`config.mk`:
```
export PLATFORM = sky130hd
export DESIGN_NAME = dma_controller
export DESIGN_NICKNAME = d
export VERILOG_FILES = /design/src/rtl/dma_controller_pkg.sv /design/src/rtl/dma_controller_addr_gen.sv /design/src/rtl/dma_controller.sv
export SDC_FILE = /design/constraint.sdc
export NUM_CORES = 1
export LEC_CHECK = 0
export BUFFER_PORTS_ARGS = -buffer_cell sky130_fd_sc_hd__buf_4
export CAP_MARGIN = 40
export CORE_MARGIN = 1.5
export CORE_UTILIZATION = 45
export CTS_CLUSTER_DIAMETER = 30
export DETAILED_ROUTE_END_ITERATION = 10
export GPL_TIMING_DRIVEN = 0
export PLACE_DENSITY = 0.76
export SETUP_SLACK_MARGIN = 0.4
export SLEW_MARGIN = 5
export SYNTH_ARGS = -nofsm -noshare
export SYNTH_HDL_FRONTEND = slang
export SYNTH_SLANG_ARGS = --single-unit
```
`constraint.sdc`:
```
create_clock -name clk -period 1.8 [get_ports clk]
set_input_delay 0.36 -clock clk [delete_from_list [all_inputs] [get_ports clk]]
set_output_delay 0.36 -clock clk [all_outputs]
set_load 0.01 [all_outputs]
```
`src/rtl/dma_controller_pkg.sv`:
```
// rtl/dma_controller_pkg.sv - shared DMA state encodings, transfer constants and count helper
package dma_controller_pkg;

  localparam int DMA_WORD_SIZE = 16;
  localparam int DMA_XFER_LEN  = 12;
  localparam int DMA_BURST_LEN = 4;
  localparam int DMA_DONE_CODE = 11;

  typedef enum logic [2:0] {
    DMA_IDLE,
    DMA_REQ,
    DMA_FETCH,
    DMA_WRITE,
    DMA_RELEASE,
    DMA_DONE
  } dma_state_e;

  // Progress shown while busy never reaches DONE_CODE, so the stall logic keeps stalling.
  function automatic logic [3:0] dma_sat_count(input logic [3:0] words);
    return (words > 4'(DMA_DONE_CODE - 1)) ? 4'(DMA_DONE_CODE - 1) : words;
  endfunction

  function automatic logic dma_burst_end(input logic [3:0] words);
    return ({28'd0, words} % DMA_BURST_LEN) == 0;
  endfunction

endpackage

```
`src/rtl/dma_controller_addr_gen.sv`:
```
// rtl/dma_controller_addr_gen.sv - base/index address generator and dma_counter progress register
module dma_controller_addr_gen
  import dma_controller_pkg::*;
(
  input  logic        clk,
  input  logic        rst_n,
  input  logic        load,
  input  logic [15:0] load_addr,
  input  logic        advance,
  input  logic        finish,
  output logic [15:0] addr,
  output logic [3:0]  idx,
  output logic [3:0]  counter
);

  logic [15:0] base_q, base_d;
  logic [3:0]  idx_q, idx_d;
  logic [3:0]  cnt_q, cnt_d;
  logic [3:0]  idx_inc;

  assign idx_inc = idx_q + 4'd1;

  always_comb begin
    base_d = base_q;
    idx_d  = idx_q;
    cnt_d  = cnt_q;
    if (load) begin
      base_d = load_addr;
      idx_d  = 4'd0;
      cnt_d  = 4'd0;
    end else if (advance) begin
      idx_d = idx_inc;
      cnt_d = finish ? 4'(DMA_DONE_CODE) : dma_sat_count(idx_inc);
    end
  end

  always_ff @(posedge clk or negedge rst_n) begin
    if (!rst_n) begin
      base_q <= 16'd0;
      idx_q  <= 4'd0;
      cnt_q  <= 4'd0;
    end else begin
      base_q <= base_d;
      idx_q  <= idx_d;
      cnt_q  <= cnt_d;
    end
  end

  // Wraps modulo 2^16 by construction.
  assign addr    = base_q + {12'd0, idx_q};
  assign idx     = idx_q;
  assign counter = cnt_q;

endmodule

```
`src/rtl/dma_controller.sv`:
```
// rtl/dma_controller.sv - single-command device-to-memory DMA engine with BR/BG arbitration
// Optional: DMA_BURST_RELEASE_EN drops BR for one cycle between bursts.
module dma_controller
  import dma_controller_pkg::*;
(
  input  logic        clk,
  input  logic        reset_n,
  input  logic        cmd_valid,
  input  logic [15:0] cmd_addr,
  output logic        cmd_ready,
  output logic        BR,
  input  logic        BG,
  input  logic        dev_valid,
  input  logic [15:0] dev_data,
  output logic        dev_ready,
  output logic [15:0] mem_addr,
  output logic [15:0] mem_wdata,
  output logic        mem_write,
  input  logic        mem_ack,
  output logic [3:0]  dma_counter,
  output logic        dma_done
);

  dma_state_e  state_q, state_d;
  logic [15:0] data_q, data_d;
  logic        load, advance, finish;
  logic [3:0]  idx;

  dma_controller_addr_gen u_addr_gen (
    .clk       (clk),
    .rst_n     (reset_n),
    .load      (load),
    .load_addr (cmd_addr),
    .advance   (advance),
    .finish    (finish),
    .addr      (mem_addr),
    .idx       (idx),
    .counter   (dma_counter)
  );

  always_comb begin
    state_d   = state_q;
    cmd_ready = 1'b0;
    BR        = 1'b0;
    dev_ready = 1'b0;
    mem_write = 1'b0;
    dma_done  = 1'b0;
    load      = 1'b0;
    advance   = 1'b0;
    finish    = 1'b0;
    case (state_q)
      DMA_IDLE: begin
        cmd_ready = 1'b1;
        if (cmd_valid) begin
          load    = 1'b1;
          state_d = DMA_REQ;
        end
      end
      DMA_REQ: begin
        BR = 1'b1;
        if (BG) state_d = DMA_FETCH;
      end
      DMA_FETCH: begin
        BR = 1'b1;
        if (BG && dev_valid) begin
          dev_ready = 1'b1;
          state_d   = DMA_WRITE;
        end
      end
      DMA_WRITE: begin
        // Strobe stays up through a lost grant; the ack only counts while granted.
        BR        = 1'b1;
        mem_write = 1'b1;
        if (BG && mem_ack) begin
          advance = 1'b1;
          if (idx == 4'(DMA_XFER_LEN - 1)) begin
            finish  = 1'b1;
            state_d = DMA_DONE;
          end else begin
`ifdef DMA_BURST_RELEASE_EN
            state_d = dma_burst_end(idx + 4'd1) ? DMA_RELEASE : DMA_FETCH;
`else
            state_d = DMA_FETCH;
`endif
          end
        end
      end
      DMA_RELEASE: state_d = DMA_REQ;
      DMA_DONE: begin
        dma_done = 1'b1;
        state_d  = DMA_IDLE;
      end
      default: state_d = DMA_IDLE;
    endcase
    data_d = dev_ready ? dev_data : data_q;
  end

  always_ff @(posedge clk or negedge reset_n) begin
    if (!reset_n) begin
      state_q <= DMA_IDLE;
      data_q  <= 16'd0;
    end else begin
      state_q <= state_d;
      data_q  <= data_d;
    end
  end

  assign mem_wdata = data_q;

endmodule

```
==> Word level (Yosys, flattened, before mapping) <==
Cells that the tools add are included.
{ "totals": {"output_inout_bits": 41, "mem_bits_ro": 0, "mem_count": 0, "ramBits": 0, "latch_bits": 0, "wordCells": 49, "register_bits": 43} }
{ "classes": {"order_cmp": 1, "shifts": 0, "div_mod_pow": 0, "mul": 0, "add_sub_neg": 2, "bitwise_logic": 0, "reduce_logical": 6, "n_mux": 25, "eq_ne": 10} }
{ "ops": {"columns": ["operator", "n"], "rows": [
  ["2-to-1 mux 4 bit", 6],
  ["adder 16 x 4 -> 16 bit", 1],
  ["2-to-1 mux 3 bit", 5],
  ["case mux 3 bit (5 select lines)", 1],
  ["2-to-1 mux 1 bit", 13],
  ["!= test 2 bit, second input constant", 4],
  ["equality test 3 x 2 -> 1 bit, second input constant", 2],
  ["equality test 3 bit, second input constant", 2],
  ["adder 4 x 1 -> 4 bit, second input constant", 1],
  ["equality test 4 bit, second input constant", 1],
  ["> comparator 4 bit, second input constant", 1],
  ["AND reduction 4 bit", 1],
  ["equality test 3 x 1 -> 1 bit, second input constant", 1],
  ["zero test 3 bit", 1],
  ["OR reduction 3 bit", 1],
  ["logical AND 1 bit", 2],
  ["nonzero test 2 bit", 1]
]} }

==> Longest topological paths before layout <==
{ "logic_depth": {"word_depth": 7, "depth_mapped": 7, "mapped_depth_nobuf": 7} }

==> Modules after synthesis <==
Synthesis repeated with hierarchy kept, for this count alone.
{ "unflattened": {"hier_cells": 188, "hier_area_um2": 2243.4} }
{ "by_module_without_submodules": {"columns": ["module", "cells_per_inst", "seq_area_each_um2", "area_each_um2", "n_inst"], "rows": [
  ["dma_controller_addr_gen", 126, 600.6, 1363.8, 1],
  ["dma_controller", 62, 475.5, 879.6, 1]
]} }

==> Worst setup path before layout <==
OpenSTA, ideal clock, no wires.
{ "synth_timing": {"path_type": "register to output", "start": "register u_addr_gen.idx_q[0], in the netlist u_addr_gen.idx[0]", "end": "output mem_addr[8]", "path_slack_ps": -291, "t_arrival_ps": 1731, "n_path_buf": 0, "path_stages_with_launch": 8, "cell_sequence": "dfrtp_1 -> ha_1 -> inv_1 -> fa_1 -> nor2b_1 -> o31a_1 -> nand4_1 -> xnor2_1"} }
{ "synth_via": {"elab_chain_len": 1} }
{ "synth_rtl": {"columns": ["item", "line_no", "text"], "rows": [
  ["start: declaration", "dma_controller_addr_gen.sv:17", "logic [3:0] idx_q, idx_d;"],
  ["start signal: assignment", "dma_controller_addr_gen.sv:44", "idx_q <= idx_d;"],
  ["adder 16 x 4 -> 16 bit", "dma_controller_addr_gen.sv:50", "assign addr = base_q + {12'd0, idx_q};"],
  ["end: declaration", "dma_controller.sv:16", "output logic [15:0] mem_addr,"]
]} }
Every way passes these cells.

==> Worst setup path after layout <==
{ "layout_timing": {"start": "register u_addr_gen.idx_q[0], in the netlist u_addr_gen.idx[0]", "end": "output mem_addr[12]"} }
The elaborated chain is that of the path after synthesis.

==> impl_metrics.csv <==
group,metric,value,unit
synth,ys_seq_area_share,48.45,%
clock_network,clkSinkCount,43,
global_routing,gr-total-overflow,0,
worst_setup_path,path_cells,"ha_4 -> inv_2 -> fa_2 -> nor2b_2 -> o31a_1 -> buf_4 -> nand3_4 -> xnor2_2 -> buf_4",
cells_and_area,diodes,0,
synth,syn-cell-area,2221,sq um
power_and_ir_drop,p_clk_share,10.3,%
worst_hold_path,hp-class,"in2async",
route,drtIter0Drc,144,
synth,synth_cell_types,40,
synth,syn_area_per_cell,12.07,sq um
route,drt_pass1_iterations,7,
outcome,failed_checks,"negative setup slack",
global_routing,grt_pass1_wl,8914,um
die,die_w,73.25,um
clock_network,cts_tree,"built",
power_and_ir_drop,p_int,4.126,mW
timing,period_share,146.3,%
placed_design,place_congestion,0.7592,
timing,setup_viol,15,
worst_setup_path,worstSetupPathType,"reg2out",
clock_network,h-tree-depth,2,
power_and_ir_drop,power_density,1649,nW/um^2
cells_and_area,final_cell_mix,"buf_4 (90), dfrtp_1 (40), mux2_4 (30), buf_6 (23), xnor2_2 (11)",
placed_design,dp_worst_setup_slack,-0.5797,ns
clock_network,ctsLongestPathBuffers,2,
route,wl_per_cell,18.87,um
timing,fmax,379.7,MHz
clock_network,cts.clk_slew.worst_paths,0.09,ns
route,vias_per_cell,5.354,
timing,holdWs,0.03203,ns
die,rows,25,
die,die_h,73.25,um
route,drcViolationCount,0,
die,start_util,47.02,%
placed_design,dp_hpwl,3409,um
worst_setup_path,cp-start-kind,"register",
global_routing,grt_max_degree,44,
clock_network,clk_latency,0.30,ns
synth,yosys_warnings,0,
run,maxCapViolations,0,
timing,finalMaxSlewViolations,0,
synth,synth_fp_nets,229,
synth,synth-seq-cells,43,
cells_and_area,syn_to_final_growth,78.87,%
timing,fin_crit,2.634,ns
worst_setup_path,critPathMaxFanout,6,
die,dieArea,5366,sq um
placed_design,io_buffers,77,
clock_network,numCtsBuffers,5,
global_routing,grt_usage,21.97,%
power_and_ir_drop,peakVddDrop,841.3,uV
worst_setup_path,worst_path_max_delay_cell,"dfrtp_2",
route,ant_nets,0,
synth,netlist_instances,184,
global_routing,grt_pass1_vias,1884,
power_and_ir_drop,swShare,37.02,%
cells_and_area,fill_cells,234,
timing,hold_viol,0,
worst_setup_path,crit_top_cell,"buf_4",
cells_and_area,final_net_count,356,
timing,tightest_slew,0.5499,ns
worst_setup_path,cp-end-kind,"output pin",
power_and_ir_drop,seq_power_share,29.4,%
cells_and_area,final_common_cell,"buf_4",
die,core,4723,sq um
die,io_pins,79,
power_and_ir_drop,p_leak,1.938,nW
power_and_ir_drop,switchingPower,2.425,mW
route,vias,2029,
timing,rsz0062_at_grt,"true",
cells_and_area,layout-drive-gt1-share,72.12,%
timing,finalWorstSetupSlack,-0.8338,ns
global_routing,antenna_found_initial,0,
timing,slew_headroom,63.34,%
timing,fin_worst_skew,0.001746,ns
power_and_ir_drop,pwr-share-comb,60.3,%
power_and_ir_drop,total_power,6.551,mW
worst_setup_path,cpPeakStageDelay,0.40,ns
worst_setup_path,critical_path_required,1.44,ns
clock_network,ctsRootBufferMaster,"clkbuf_8",
worst_setup_path,arrival,2.27,ns
outcome,status,"finished with violations",
route,wl,7151,um
## path summary, 6_finish.rpt
kind / startpoint / to / slack, ns / cells past startpoint
min in group clk: cmd_addr[1] / u_addr_gen.base_q[1]$_DFFE_PN0P_ / 0.26 / 3
min reg2reg: mem_wdata[1]$_DFFE_PN0P_ / mem_wdata[1]$_DFFE_PN0P_ / 0.52 / 1
max in group asynchronous: reset_n / u_addr_gen.idx[3]$_DFFE_PN0P_ / 1.36 / 1
max: u_addr_gen.idx[0]$_DFFE_PN0P_ / mem_addr[12] / -0.83 / 9
max reg2reg: u_addr_gen.idx[0]$_DFFE_PN0P_ / u_addr_gen.counter[0]$_DFFE_PN0P_ / 0.12 / 7
min: reset_n / u_addr_gen.base_q[13]$_DFFE_PN0P_ / 0.03 / 1
## cells in the mapped netlist (all sizes together)
master	count	area, sq um
dfrtp	43	1076
mux2	31	382.9
nand2	12	45.04
nor2	12	52.55
xnor2	11	96.34
nand3	9	45.04
buf	7	61.30
inv	7	26.28
a21oi	6	33.78
ha	6	75.07
nand4	4	40.04
o21ai	4	20.02
xor2	4	35.03
a21o	3	22.52
o21bai	3	22.52
and3b	2	17.52
nor2b	2	12.51
nor3	2	10.01
a221o	1	10.01
a22o	1	8.760
a31o	1	8.760
a31oi	1	6.260
a32o	1	10.01
a32oi	1	8.760
and2	1	6.260
and4	1	8.760
fa	1	20.02
nand2b	1	6.260
nand3b	1	7.510
nor4b	1	15.01
o211ai	1	7.510
o21a	1	7.510
o31a	1	8.760
or3	1	6.260
## metrics by stage
| stage | TNS [ns] | cells | cell area (sq um) | utilization [%] |
|---|---|---|---|---|
| after floorplan | -1.464 | 184 | 2369 | - |
| after global placement | -5.050 | 328 | 3030 | 64.16 |
| final | -8.741 | 379 | 3973 | 84.11 |
| after global routing | -9.850 | 379 | 3973 | 84.11 |
| after CTS | -7.406 | 363 | 3616 | 76.56 |
| after detailed placement | -5.288 | 328 | 3030 | 64.16 |
## sequential cells by signal, indices dropped and copies added, names as in the netlist
register,count
u_addr_gen.idx,4
u_addr_gen.base_q,16
state_q,3
u_addr_gen.counter,4
mem_wdata,16
## routing by layer
layer | GRT usage (%) | wire length [um] | up-vias
li1 | - | - | 902
met1 | 27.55 | 2871 | 1017
met2 | 37.68 | 3724 | 89
met3 | 5.075 | 389 | 21
met4 | 6.709 | 165 | 0
met5 | 0 | 0 | -
## power groups by stage
stage,combinational [mW],sequential [mW],clock [mW]
6_report,3.95,1.93,0.675
5_1_grt,4.18,1.98,0.714
4_1_cts,3.29,1.88,0.674
3_5_place_dp,2.66,1.87,0
3_3_place_gp,2.61,1.85,0
2_1_floorplan,1.54,1.90,0
## logic make-up (layout without fill, tap and decap cells)
kind of cell               count (synthesis)  after routing  share of synthesized area (%)
xor gates and xnor gates                  15             15                          5.915
AOI/OAI and AO/OA                         25             25                          7.888
muxes                                     31             31                          17.24
and+or+nand+nor                           49             49                          12.28
buffers and inverters                     14            142                          3.943
DFF                                       43             43                          48.45
adders and majority gates                  7              7                          4.282
## worst max-delay path: cells and delay by family, from the launching register on
family	cells	cell delay, ns
flip-flops	1	0.40
adder cells (fa/ha/maj)	2	0.51
AND/OR/NAND/NOR	2	0.25
buffers and inverters	3	0.35
XOR/XNOR	1	0.15
AO/OA/AOI/OAI	1	0.30
## layout make-up
type / count / area, sq um / share of cell area [%]
Clock inverter: 2 / 16.27 / 0.4094
Buffer: 7 / 85.08 / 2.142
Sequential cell: 43 / 1080 / 27.18
Timing Repair Buffer: 120 / 1107 / 27.87
Clock buffer: 6 / 82.58 / 2.079
Tap cell: 67 / 83.83 / 2.110
Inverter: 7 / 33.78 / 0.8504
Multi-Input combinational cell: 127 / 1484 / 37.35
## repair_timing
| action | CTS | global route |
|---|---|---|
| setup buffers | 26 | 15 |
| gates cloned | 1 | 1 |
| pin swaps | 25 | 22 |
| gates resized for setup | 52 | 49 |
| endpoints found under the setup margin | 42 | 60 |
| hold buffers | 0 | 0 |
No activity file was read; power rests on OpenSTA's default activity.
